--- config.mk ---
export PLATFORM = sky130hd
export DESIGN_NAME = iommu_reg_if_adapter
export DESIGN_NICKNAME = d
export VERILOG_FILES = /design/src/rtl/iommu_reg_if_adapter.sv
export SDC_FILE = /design/constraint.sdc
export NUM_CORES = 1
export LEC_CHECK = 0
export ABC_AREA = 1
export CELL_PAD_IN_SITES_DETAIL_PLACEMENT = 1
export CELL_PAD_IN_SITES_GLOBAL_PLACEMENT = 1
export CORE_AREA = 3 3 257 259
export CTS_BUF_LIST = sky130_fd_sc_hd__clkbuf_16
export DETAILED_ROUTE_END_ITERATION = 7
export DIE_AREA = 0 0 260 262
export PLACE_DENSITY = 0.68
export SLEW_MARGIN = 20
export SYNTH_ARGS = -nofsm -noshare
export SYNTH_HDL_FRONTEND = slang
export SYNTH_SLANG_ARGS = --single-unit
export TNS_END_PERCENT = 30
--- constraint.sdc ---
create_clock -name clk_i -period 1.65 [get_ports clk_i]
set_clock_uncertainty 0.1 [all_clocks]
set_input_delay 0.165 -clock clk_i [delete_from_list [all_inputs] [get_ports clk_i]]
set_output_delay 0.165 -clock clk_i [all_outputs]
set_load 0.01 [all_outputs]
--- src/rtl/iommu_reg_if_adapter.sv ---
// iommu_reg_if_adapter
//   Register-bus slave adapter in front of the IOMMU register fields.
//   Accepts one single-beat read/write request at a time, decodes the byte
//   address to a register index, issues a one-cycle write-enable (with
//   byte-merged data) or read pulse, then returns a response.
// Ports:
//   clk_i, rst_i                 clock, synchronous active-high reset
//   req_*                        request channel (valid/ready, write, addr, wdata, wstrb)
//   rsp_*                        response channel (valid/ready, rdata, error)
//   reg_we_o / reg_re_o          one-hot write / read pulses, one bit per register
//   reg_wd_o                     merged write data, shared by all registers
//   reg_qs_i                     current register values, register i at [i*DW +: DW]
module iommu_reg_if_adapter #(
  parameter int              NREGS = 16,
  parameter int              DW    = 32,
  parameter int              AW    = 12,
  parameter logic [AW-1:0]   BASE  = '0
) (
  input  logic                clk_i,
  input  logic                rst_i,
  input  logic                req_valid_i,
  output logic                req_ready_o,
  input  logic                req_write_i,
  input  logic [AW-1:0]       req_addr_i,
  input  logic [DW-1:0]       req_wdata_i,
  input  logic [DW/8-1:0]     req_wstrb_i,
  output logic                rsp_valid_o,
  input  logic                rsp_ready_i,
  output logic [DW-1:0]       rsp_rdata_o,
  output logic                rsp_error_o,
  output logic [NREGS-1:0]    reg_we_o,
  output logic [NREGS-1:0]    reg_re_o,
  output logic [DW-1:0]       reg_wd_o,
  input  logic [NREGS*DW-1:0] reg_qs_i
);
  localparam int BW  = DW / 8;
  localparam int LSB = $clog2(BW);
  localparam int IW  = (NREGS > 1) ? $clog2(NREGS) : 1;
  localparam logic [AW:0]       NREGS_A = NREGS[AW:0];
  localparam logic [NREGS-1:0]  ONE     = {{(NREGS-1){1'b0}}, 1'b1};

  typedef enum logic [1:0] {IDLE, DECODE, EXEC, RESP} state_t;
  state_t state;

  logic          wr_q;
  logic [AW-1:0] addr_q;
  logic [DW-1:0] wdata_q;
  logic [BW-1:0] wstrb_q;
  logic [IW-1:0] idx_q;
  logic          err_q;

  // Offset is formed in AW+1 bits: a borrow out of the subtraction lands in
  // the top bit, which flags addr < BASE without wrapping into a valid index.
  logic [AW:0]   off;
  logic          dec_err;
  logic [IW-1:0] dec_idx;
  always_comb begin
    off     = {1'b0, addr_q} - {1'b0, BASE};
    dec_err = off[AW] || (off[LSB-1:0] != '0) || ((off >> LSB) >= NREGS_A);
    dec_idx = off[LSB +: IW];
  end

  // Merge uses the register value as seen in the EXEC cycle itself.
  logic [DW-1:0] qs, mask;
  always_comb begin
    qs   = reg_qs_i[idx_q*DW +: DW];
    mask = '0;
    for (int b = 0; b < BW; b++) mask[b*8 +: 8] = {8{wstrb_q[b]}};
  end

  assign reg_wd_o = (state == EXEC && wr_q && !err_q) ? ((qs & ~mask) | (wdata_q & mask)) : '0;

  always_ff @(posedge clk_i) begin
    if (rst_i) begin
      state       <= IDLE;
      req_ready_o <= 1'b1;
      rsp_valid_o <= 1'b0;
      rsp_rdata_o <= '0;
      rsp_error_o <= 1'b0;
      reg_we_o    <= '0;
      reg_re_o    <= '0;
      wr_q        <= 1'b0;
      addr_q      <= '0;
      wdata_q     <= '0;
      wstrb_q     <= '0;
      idx_q       <= '0;
      err_q       <= 1'b0;
    end else begin
      case (state)
        IDLE: if (req_valid_i) begin
          wr_q        <= req_write_i;
          addr_q      <= req_addr_i;
          wdata_q     <= req_wdata_i;
          wstrb_q     <= req_wstrb_i;
          req_ready_o <= 1'b0;
          state       <= DECODE;
        end
        DECODE: begin
          idx_q <= dec_idx;
          err_q <= dec_err;
          // Pulses are registered here so they are high exactly in EXEC.
          if (!dec_err) begin
            if (wr_q) reg_we_o <= ONE << dec_idx;
            else      reg_re_o <= ONE << dec_idx;
          end
          state <= EXEC;
        end
        EXEC: begin
          reg_we_o    <= '0;
          reg_re_o    <= '0;
          rsp_rdata_o <= (!err_q && !wr_q) ? qs : '0;
          rsp_error_o <= err_q;
          rsp_valid_o <= 1'b1;
          state       <= RESP;
        end
        RESP: if (rsp_ready_i) begin
          rsp_valid_o <= 1'b0;
          rsp_rdata_o <= '0;
          rsp_error_o <= 1'b0;
          req_ready_o <= 1'b1;
          state       <= IDLE;
        end
        default: state <= IDLE;
      endcase
    end
  end
endmodule

=== After elaboration in Yosys (flattened, before gate mapping) ===
Index checks and enable logic that the tools add are counted.

* Register bits: 123
* Input port bits: 565
* Logic and storage cells: 64
* Output and inout port bits: 99

* Equal/unequal tests: 8
* $lt $le $gt $ge: 1
* Reduce and logical (&&, ||, !) cells: 17
* Bitwise gates (word level): 4
* Multiplexer cells: 19
* Shift operators: 2

{| class="wikitable"
|+ Operators with widths
! operator !! number
|-
| $shiftx A512 B10 Y32 || 1
|-
| $mux W32 || 3
|-
| $and A32 B32 Y32 || 2
|-
| $mux W16 || 4
|-
| $pmux W16 S2 || 2
|-
| $pmux W32 S2 || 1
|-
| $not A32 Y32 || 1
|-
| $or A32 B32 Y32 || 1
|-
| $shl A1 B4 Y16 const A || 1
|-
| $ge A10 B5 Y1 const B || 1
|-
| $ne A2 B2 Y1 const B || 5
|-
| $reduce_and A3 Y1 || 3
|-
| $pmux W2 S4 || 1
|-
| $reduce_bool A2 Y1 || 4
|-
| $pmux W1 S2 || 3
|-
| $reduce_and A2 Y1 || 3
|-
| $eq A2 B2 Y1 const B || 2
|-
| $mux W2 || 2
|-
| $logic_and A1 B1 Y1 || 3
|-
| $mux W1 || 3
|-
| $eq A2 B1 Y1 const B || 1
|-
| $logic_not A1 Y1 || 2
|-
| $logic_not A2 Y1 || 1
|-
| $logic_or A1 B1 Y1 || 1
|}

=== Depth between registers and ports, before layout ===
Gate-level depths: netlist (run 1).

* Depth after elaboration: 4
* Mapped depth: 12
* Depth with buffers taken out: 9

=== Worst setup path after synthesis (run 1) ===
OpenSTA, ideal clock, no wires.

* Path kind: register to register
* From: register state[1]
* To: register reg_we_o[15]
* Data arrival time: 1496 ps
* Required time: 1433 ps
* Setup time: 117 ps
* Path slack: -63 ps
* Buffers on the path: 2
* Cell stages (with the launch flop): 10
* Clock period less this slack: 1713 ps
* Cells stage by stage: dfxtp_1 inv_1 ha_1 buf_4 nor2_2 inv_1 and2_4 buf_4 a21oi_1 nor2_1

* Longest elaborated chain between the ends: 3
* Elaborated cells on any way between the ends: 7
* Those cells by class: 4 x eq/ne; 1 x mux; 2 x reduce/logical

{| class="wikitable"
|+ RTL lines
! item !! RTL line !! source
|-
| start, declared || 43 || <nowiki>state_t state;</nowiki>
|-
| start signal, assigned || 75 || <nowiki>state <= IDLE;</nowiki>
|-
| start signal, assigned || 96 || <nowiki>state <= DECODE;</nowiki>
|-
| start signal, assigned || 106 || <nowiki>state <= EXEC;</nowiki>
|-
| $eq A2 B1 Y1 or $eq A2 B2 Y1 (tied branches) || 89 || <nowiki>case (state)</nowiki>
|-
| $ne A2 B2 Y1 (no line) or $reduce_bool A2 Y1 (tied branches) || n/a ||
|-
| $reduce_and A3 Y1 (no line) || n/a ||
|-
| end signal, assigned || 103 || <nowiki>if (wr_q) reg_we_o <= ONE << dec_idx;</nowiki>
|-
| end, declared || 31 || <nowiki>output logic [NREGS-1:0] reg_we_o,</nowiki>
|}

Parallel ways exist; a longest one is shown, timed or not.
A chain may end at the register's enable or synchronous reset.

=== Worst setup path after layout (run 1) ===
* From: register idx_q[0]
* To: output reg_wd_o[19]

* Longest elaborated chain between the ends: 4

{| class="wikitable"
|+ RTL lines
! item !! RTL line !! source
|-
| start, declared || 49 || <nowiki>logic [IW-1:0] idx_q;</nowiki>
|-
| start signal, assigned || 99 || <nowiki>idx_q <= dec_idx;</nowiki>
|-
| $shiftx A512 B10 Y32 || 66 || <nowiki>qs = reg_qs_i[idx_q*DW +: DW];</nowiki>
|-
| $and A32 B32 Y32 || 71 || <nowiki>assign reg_wd_o = (state == EXEC && wr_q && !err_q) ? ((qs & ~mask) | (wdata_q & mask)) : '0;</nowiki>
|-
| $or A32 B32 Y32 || 71 ||
|-
| $mux W32 || 71 ||
|-
| end, declared || 33 || <nowiki>output logic [DW-1:0] reg_wd_o,</nowiki>
|}

No other way between the ends.

==> key figures, run 1 <==
Run status
  • Status: complete, but fails checks
  • Failing checks: setup timing

Detailed routing
  • Post-DR wirelength/cell: 21.3 um
  • Vias: 17.1k
  • Iter 0 DRT Violations: 695
  • DRC: 0
  • Drt pass-1 iters: 5
  • Post-DRT Antenna Nets: 0
  • Vias/cell: 4.40
  • Final WL: 82800 um

Synthesis
  • Ys async rst share: 0
  • Synth warnings: 0
  • Post-synth top cells: nand2_1 (770), inv_1 (469), nand3_1 (406)
  • Net count after synthesis: 2814
  • Register area share after synthesis: 0.210
  • Post-synthesis cell area: ~12000 um2
  • Largest area contributor in the netlist: nand2_1
  • FF+latch count, synth: 123
  • Yosys cell types: 33
  • Syn avg cell area: 5.22 um2
  • Syn Inst Count: roughly 2.2k
  • Yosys top cell area share: 0.247
  • Main area contributors after synthesis: nand2_1 (25%), dfxtp_1 (21%), nand3_1 (17%), inv_1 (15%), a21oi_1 (5.9%)
  • Cell with the most instances after synthesis: nand2_1
  • Post-synth EDFFs: 0
  • Primary FF master, synth: dfxtp_1

Power and ir drop
  • Net switching power: 18.4 mW
  • Pleak: ~12 nW
  • Total power: around 37 mW
  • Pint: 19.0 mW
  • Combinational share of power: 0.791
  • Clock share of power: 0.096
  • Reg power frac: 0.113
  • PwrDens: 1540 nW/um2
  • IR drop worst, VDD: 0.765 mV
  • Switch share: 0.492

GRT
  • Vias in the first global route: 17.9k
  • Largest net degree at the start of global routing: slightly below 70
  • First-pass GRT wire length: 116000 um
  • Initial antenna violation count: 8
  • Total GRT Usage: 0.230
  • GRT overflow: 0

Placed design
  • Placed cells: 3781
  • Setup WS pre-CTS: -0.969 ns
  • Hpwl dp: 63100 um
  • PortBufs: between 600 and 700
  • Final GP Congestion: 0.887

Clock network
  • Root Buffer: clkbuf_16
  • CTS tree: done
  • Maximum root-to-sink buffer count: 2
  • Clk pin slew, worst setup/hold paths: approximately 0.060 ns
  • Clock Sinks: 123
  • Total CTS buffers: 17
  • Worst-Skew Late Latency: 0.44 ns
  • H-Tree Depth: 4

Job
  • Max-cap viol count: 0

Timing
  • Slew Limit Fails: 0
  • Slew headroom: 0.502
  • Clock period minus worst slack: 2.55 ns
  • Unrepaired setup endpoints after global routing: yes
  • Post-route setup slack: -0.900 ns
  • F_max: 392 MHz
  • Setup violations, final: 79
  • Slew @ Worst Pin: 0.748 ns
  • Final Hold Fails: 0
  • Worst Hold Slack: 0.0661 ns
  • Tcrit/Tclk final: 1.55

Critical path
  • CP endpoint kind: primary output
  • Crit path kind: flip-flop to primary output
  • Worst R2R Setup Slack: -0.83 ns
  • Worst Path Arrival: 2.28 ns
  • Critical path launch point type: flip-flop
  • Critical path fanouts, max: 6
  • Required time worst endpoint: 1.38 ns

Floorplan
  • Die outline width: 260 um
  • Std cell rows: 93
  • Die Height: approximately 260 um
  • I/O pin cnt: 664
  • Die area: ~70000 um2
  • Core footprint: 64100 um2
  • Initial Util: 0.183

Layout
  • Final Net Count: 3584
  • Share of cells above drive strength 1: 0.215
  • Area added between synthesis and finish: 107%
  • Layout Cells excl Fill: 3888
  • Utilization after layout: 0.379

Min path
  • Min-Delay Path Class: primary input to flip-flop
-- metrics by stage --
step	instance area [um2]	TNS, ns
6_report	24300	-32.83
3_5_place_dp	20300	-40.32
5_1_grt	24300	-44.86
2_1_floorplan	11700	-0.000931
3_3_place_gp	20300	-38.85
4_1_cts	23600	-36.08
-- cells by family after synthesis --
logic type | after synthesis | share of synthesized area
adder cells (fa/ha/maj) | 5 | 0.00534
buffers and inverters | 627 | 0.232
flip-flops | 123 | 0.210
AND/OR/NAND/NOR | 1243 | 0.445
AO/OA/AOI/OAI | 246 | 0.108
-- sequential cells by signal (all words and copies together), names as in the netlist --
name / count
wstrb_q: 4
err_q: 1
rsp_rdata_o: 32
reg_we_o: 16
idx_q: 4
req_ready_o: 1
rsp_error_o: 1
reg_re_o: 16
state: 2
addr_q: 12
wr_q: 1
rsp_valid_o: 1
wdata_q: 32
-- layout make-up --
type	count	area, um2
fillers	8007	39800
repair buffers	902	9900
multi-input cells	1494	8450
flip-flops and latches	123	2480
inverters	474	1810
well taps	855	1070
clock buffers	17	425
clock inverters	15	125
repair inverters	2	22.5
diodes	6	15.0
-- power groups by stage --
stage                     sequential [mW]  combinational, mW  clock [mW]
after floorplan                      4.32               9.98           0
after global routing                 4.33               31.8        3.86
after CTS                            4.22               28.4        3.68
after global placement               4.24               21.4           0
after detailed placement             4.28               21.6           0
final                                4.23               29.6        3.60
-- worst max-delay path, cell delays in order (launching register included) --
cell and delay [ns]:
dfxtp_4 0.38, buf_12 0.15, buf_8 0.13, buf_12 0.14
buf_12 0.13, buf_16 0.13, nand2_2 0.06, nand2_1 0.06
nand2_1 0.05, nand3_1 0.09, nand3_2 0.12, nand2_2 0.08
o21ai_2 0.12, inv_1 0.05, buf_2 0.13
-- per-layer routing --
metal	part of all wire	up-vias	GRT usage
met4	0.026	4	0.0547
met2	0.52	502	0.439
li1	-	8379	-
met1	0.40	8141	0.262
met5	0.00033	-	0
met3	0.055	93	0.0446
-- cell usage in the layout (no fill, tap or decap), types with 5 or more instances in the layout --
cell type,count
nand2_1,669
clkdlybuf4s50_1,630
inv_1,464
nand3_1,229
nand3_2,136
a21oi_1,129
dfxtp_1,117
buf_4,105
nand2_2,62
nor2_1,55
buf_12,55
buf_6,55
nand3_4,42
o21ai_0,42
nand2_4,34
o21ai_1,30
o21ai_2,27
clkbuf_16,23
buf_16,21
buf_2,18
a21oi_2,12
buf_8,7
diode_2,6
nand2_8,6
clkinv_2,5
bufbuf_16,5
-- timing repair --
action / 4_1_cts / 5_1_grt
gates cloned: 24 / 7
setup endpoints to repair: 125 / 188
hold buffers: 0 / 0
resized for setup: 532 / 156
pin swaps: 101 / 57
buffers inserted: 35 / 8
-- path summary, 6_finish.rpt --
kind / depth (start not counted) / start / to
max: 14 / idx_q[0] / reg_wd_o[19]
min: 4 / rst_i / addr_q[6]
max reg2reg: 19 / idx_q[0] / rsp_rdata_o[17]
min reg2reg: 2 / addr_q[6] / addr_q[6]
(Power assumes the default switching activity.)
==> run 2: changes to the inputs <==
- CORE_AREA: 3 3 257 259 -> 3 3 261 263
- DIE_AREA: 0 0 260 262 -> 0 0 264 266
- PLACE_DENSITY: 0.68 -> 0.64
- clock period: 1.65 -> 2.45 ns (I/O delays scaled with it)
==> run 2 against run 1 <==
  * The run still ends with setup timing left
  * Die area up 3.1%
  * Sequential cell count unchanged
  * Clock-buffer cell count unchanged
  * Worst hold slack better by 0.21 ns
  * Cell count down 1.8%
  * Routed wire length down 0.37%
  * Combinational power down 42%
  * Core utilization down 3.4 points
  * Non-clock buffer count down 90
  * First-iteration DRC count up 23%
  * Cell area down 6.4%
  * Critical path type unchanged
  * Critical endpoint is now reg_wd_o[17]
  * Largest power group unchanged
==> key figures, run 2 (synthesis results as in run 1) <==
Run status
  • Status: complete, but fails checks
  • Failing checks: setup timing

Clock network
  • Total CTS buffers: 17 (unchanged)
  • CTS Hold Bufs: 0 (unchanged)
  • Maximum root-to-sink buffer count: 2 (unchanged)
  • CTS tree: done
  • Root Buffer: clkbuf_16
  • Clock Sinks: 123 (unchanged)
  • H-Tree Depth: 4 (unchanged)
  • Worst-Skew Late Latency: 0.42 ns (-0.02 ns)
  • Clk pin slew, worst setup/hold paths: 0.06 ns (about the same)

GRT
  • Met2 Track Usage GR: 0.421 (-0.0184)
  • Largest net degree at the start of global routing: 70 (+2.9%)
  • Most Used Layer, Global Route: met2
  • Grt met3 use: 0.0388 (-0.00583)
  • Initial antenna violation count: 20 (+12)
  • GRT overflow: 0 (unchanged)
  • M1 GR Usage: 0.257 (-0.00549)
  • Vias in the first global route: 18.6k (+3.9%)
  • First-pass GRT wire length: 118000 um (+2.1%)
  • Total GRT Usage: 0.224 (-0.00612)

Layout
  • Final Net Count: 3494 (-2.5%)
  • FF+latch area: 2470 um2 (-0.10%)
  • Biggest regs: rsp_rdata_o: 32 flops, wdata_q: 32 flops
  • Commonest non-fill, non-tap cells in the layout: nand2_1 (702), clkdlybuf4s50_1 (630), inv_1 (466), nand3_1 (252), a21oi_1 (138)
  • Fill count: 8271 (+3.3%)
  • Area added between synthesis and finish: 94.1%
  • Final Cell Area: 22700 um2 (-6.4%)
  • Share of cells above drive strength 1: 0.166 (-0.0489)
  • Area occupied by multi-input gates: 7990 um2 (-5.4%)
  • Commonest non-fill, non-tap cell in the layout: nand2_1

Timing
  • Slew Limit Fails: 0 (unchanged)
  • Slew @ Worst Pin: 0.855 ns (+0.107 ns)
  • Final Hold Fails: 0 (unchanged)
  • Setup violations, final: 32 (-59%)
  • Clock period minus worst slack: around 2.6 ns
  • Final setup TNS: -2.85 ns (+29.98 ns)
  • Unrepaired setup endpoints after global routing: yes
  • Tcrit/Tclk final: 1.07
  • Slew headroom: 0.429 (-0.0724)
  • Post-route setup slack: -0.163 ns (+0.736 ns)
  • F_max: ~380 MHz

Floorplan
  • Die area: 70200 um2 (+3.1%)
  • Core footprint: 65900 um2 (+2.7%)
  • Die outline width: 264 um (+1.5%)
  • Std cell rows: 94 (+1.1%)
  • I/O pin cnt: 664 (unchanged)
  • Initial Util: 0.178 (-0.00485)
  • Die Height: 266 um (+1.5%)

Min path
  • Worst Hold Path EP: req_ready_o
  • Hold path start: rst_i
  • Min-Delay Path Class: primary input to flip-flop
  • Hold depth: 4 (unchanged)

Detailed routing
  • Final WL: 82500 um (-0.37%)
  • Vias/cell: 4.42 (+0.50%)
  • Drt pass-1 iters: 5 (unchanged)
  • Post-DR wirelength/cell: 21.6 um (+1.4%)
  • Vias: 16.9k (-1.3%)
  • Iter 0 DRT Violations: 854 (+23%)
  • Post-DRT Antenna Nets: 0 (unchanged)
  • DRC: 0 (unchanged)

Critical path
  • Worst reg-to-reg path cell count: 7 (-12)
  • CP endpoint kind: primary output
  • Worst R2R Setup Slack: 0.20 ns (+1.03 ns)
  • Critical path launch point type: flip-flop
  • Critical path fanouts, max: 8 (+2)
  • Worst r2r src: state[1]
  • Required time worst endpoint: 2.11 ns (+0.73 ns)
  • Reg-to-reg critical path endpoint: reg_we_o[3]
  • Crit path kind: flip-flop to primary output
  • Worst Path Arrival: 2.27 ns (about the same)

Placed design
  • Hpwl dp: 64800 um (+2.7%)
  • Setup WS pre-CTS: -0.300 ns (+0.669 ns)
  • PortBufs: 663 (unchanged)
  • Placed Area: 19900 um2 (-2.4%)
  • Final GP Congestion: 0.905 (+2.0%)

Power and ir drop
  • Pleak: 11.0 nW (-6.8%)
  • IR drop worst, VDD: 0.797 mV (+4.2%)
  • PwrDens: 1000 nW/um2 (-35%)

Job
  • Max-cap viol count: 0 (unchanged)
==> run 2: changes by cell type in the layout (fill, tap and decap cells not counted), sizes merged <==
cell	previous run	this run
clkinvlp	4	2
clkbuf	23	20
buf	261	178
inv	478	484
bufinv	1	2
diode	6	18
bufbuf	5	1
clkinv	8	3
==> run 2: power breakdown <==
part / internal, mW / total, mW / switching (mW)
registers: 2.55 / 2.96 / 0.408
logic: 7.10 / 17.1 / 10.0
clock network: 1.54 / 2.63 / 1.09
==> run 2: area by class of cell <==
type / count / area share
inverters: 474 / 0.0792
flip-flops and latches: 123 / 0.109
repair inverters: 2 / 0.00176
well taps: 864 / 0.0476
diodes: 18 / 0.00198
clock buffers: 17 / 0.0187
multi-input cells: 1494 / 0.352
repair buffers: 812 / 0.383
clock inverters: 15 / 0.00765
==> run 2: stage by stage <==
| step | instances | hold WS, ns | utilization | power [mW] |
|---|---|---|---|---|
| after floorplan | 2244 | 0.312 | - | 9.62 |
| after global placement | 3737 | 0.338 | 0.301 | 16.7 |
| after detailed placement | 3737 | 0.347 | 0.301 | 16.9 |
| after CTS | 3803 | 0.272 | 0.340 | 22.9 |
| after global routing | 3817 | 0.291 | 0.345 | 24.3 |
| final | 3819 | 0.280 | 0.345 | 22.7 |
==> run 2: metal layers <==
metal | wire length [um] | vias to the layer above
met3 | 4010 | 98
li1 | - | 8208
met1 | 32900 | 8069
met5 | 23 | -
met2 | 43100 | 520
met4 | 2460 | 4
==> run 2: worst max path at each step <==
stage,startpoint,to,slack (ns),cells after the start
after floorplan,state[1],reg_we_o[15],0.74,9
after global placement,idx_q[0],reg_wd_o[25],-0.30,12
after detailed placement,idx_q[0],reg_wd_o[22],-0.30,11
after CTS,idx_q[0],reg_wd_o[3],-0.23,13
after global routing,idx_q[0],reg_wd_o[7],-0.25,14
final,idx_q[0],reg_wd_o[17],-0.16,13
==> run 2: critical path, cell delays in order (launching register included) <==
cell	delay (ns)
dfxtp_4	0.39
buf_12	0.21
buf_16	0.19
buf_12	0.12
clkbuf_16	0.13
nand2_1	0.07
nand2_1	0.08
nand2_1	0.05
nand3_1	0.06
nand3_1	0.11
nand2_2	0.14
o21ai_1	0.07
inv_1	0.08
buf_2	0.13
==> run 2: timing repair <==
item                       4_1_cts  5_1_grt
setup endpoints to repair       32       33
pin swaps                       66       49
resized for setup              431       97
buffers inserted                22        5
cloned                          18        3
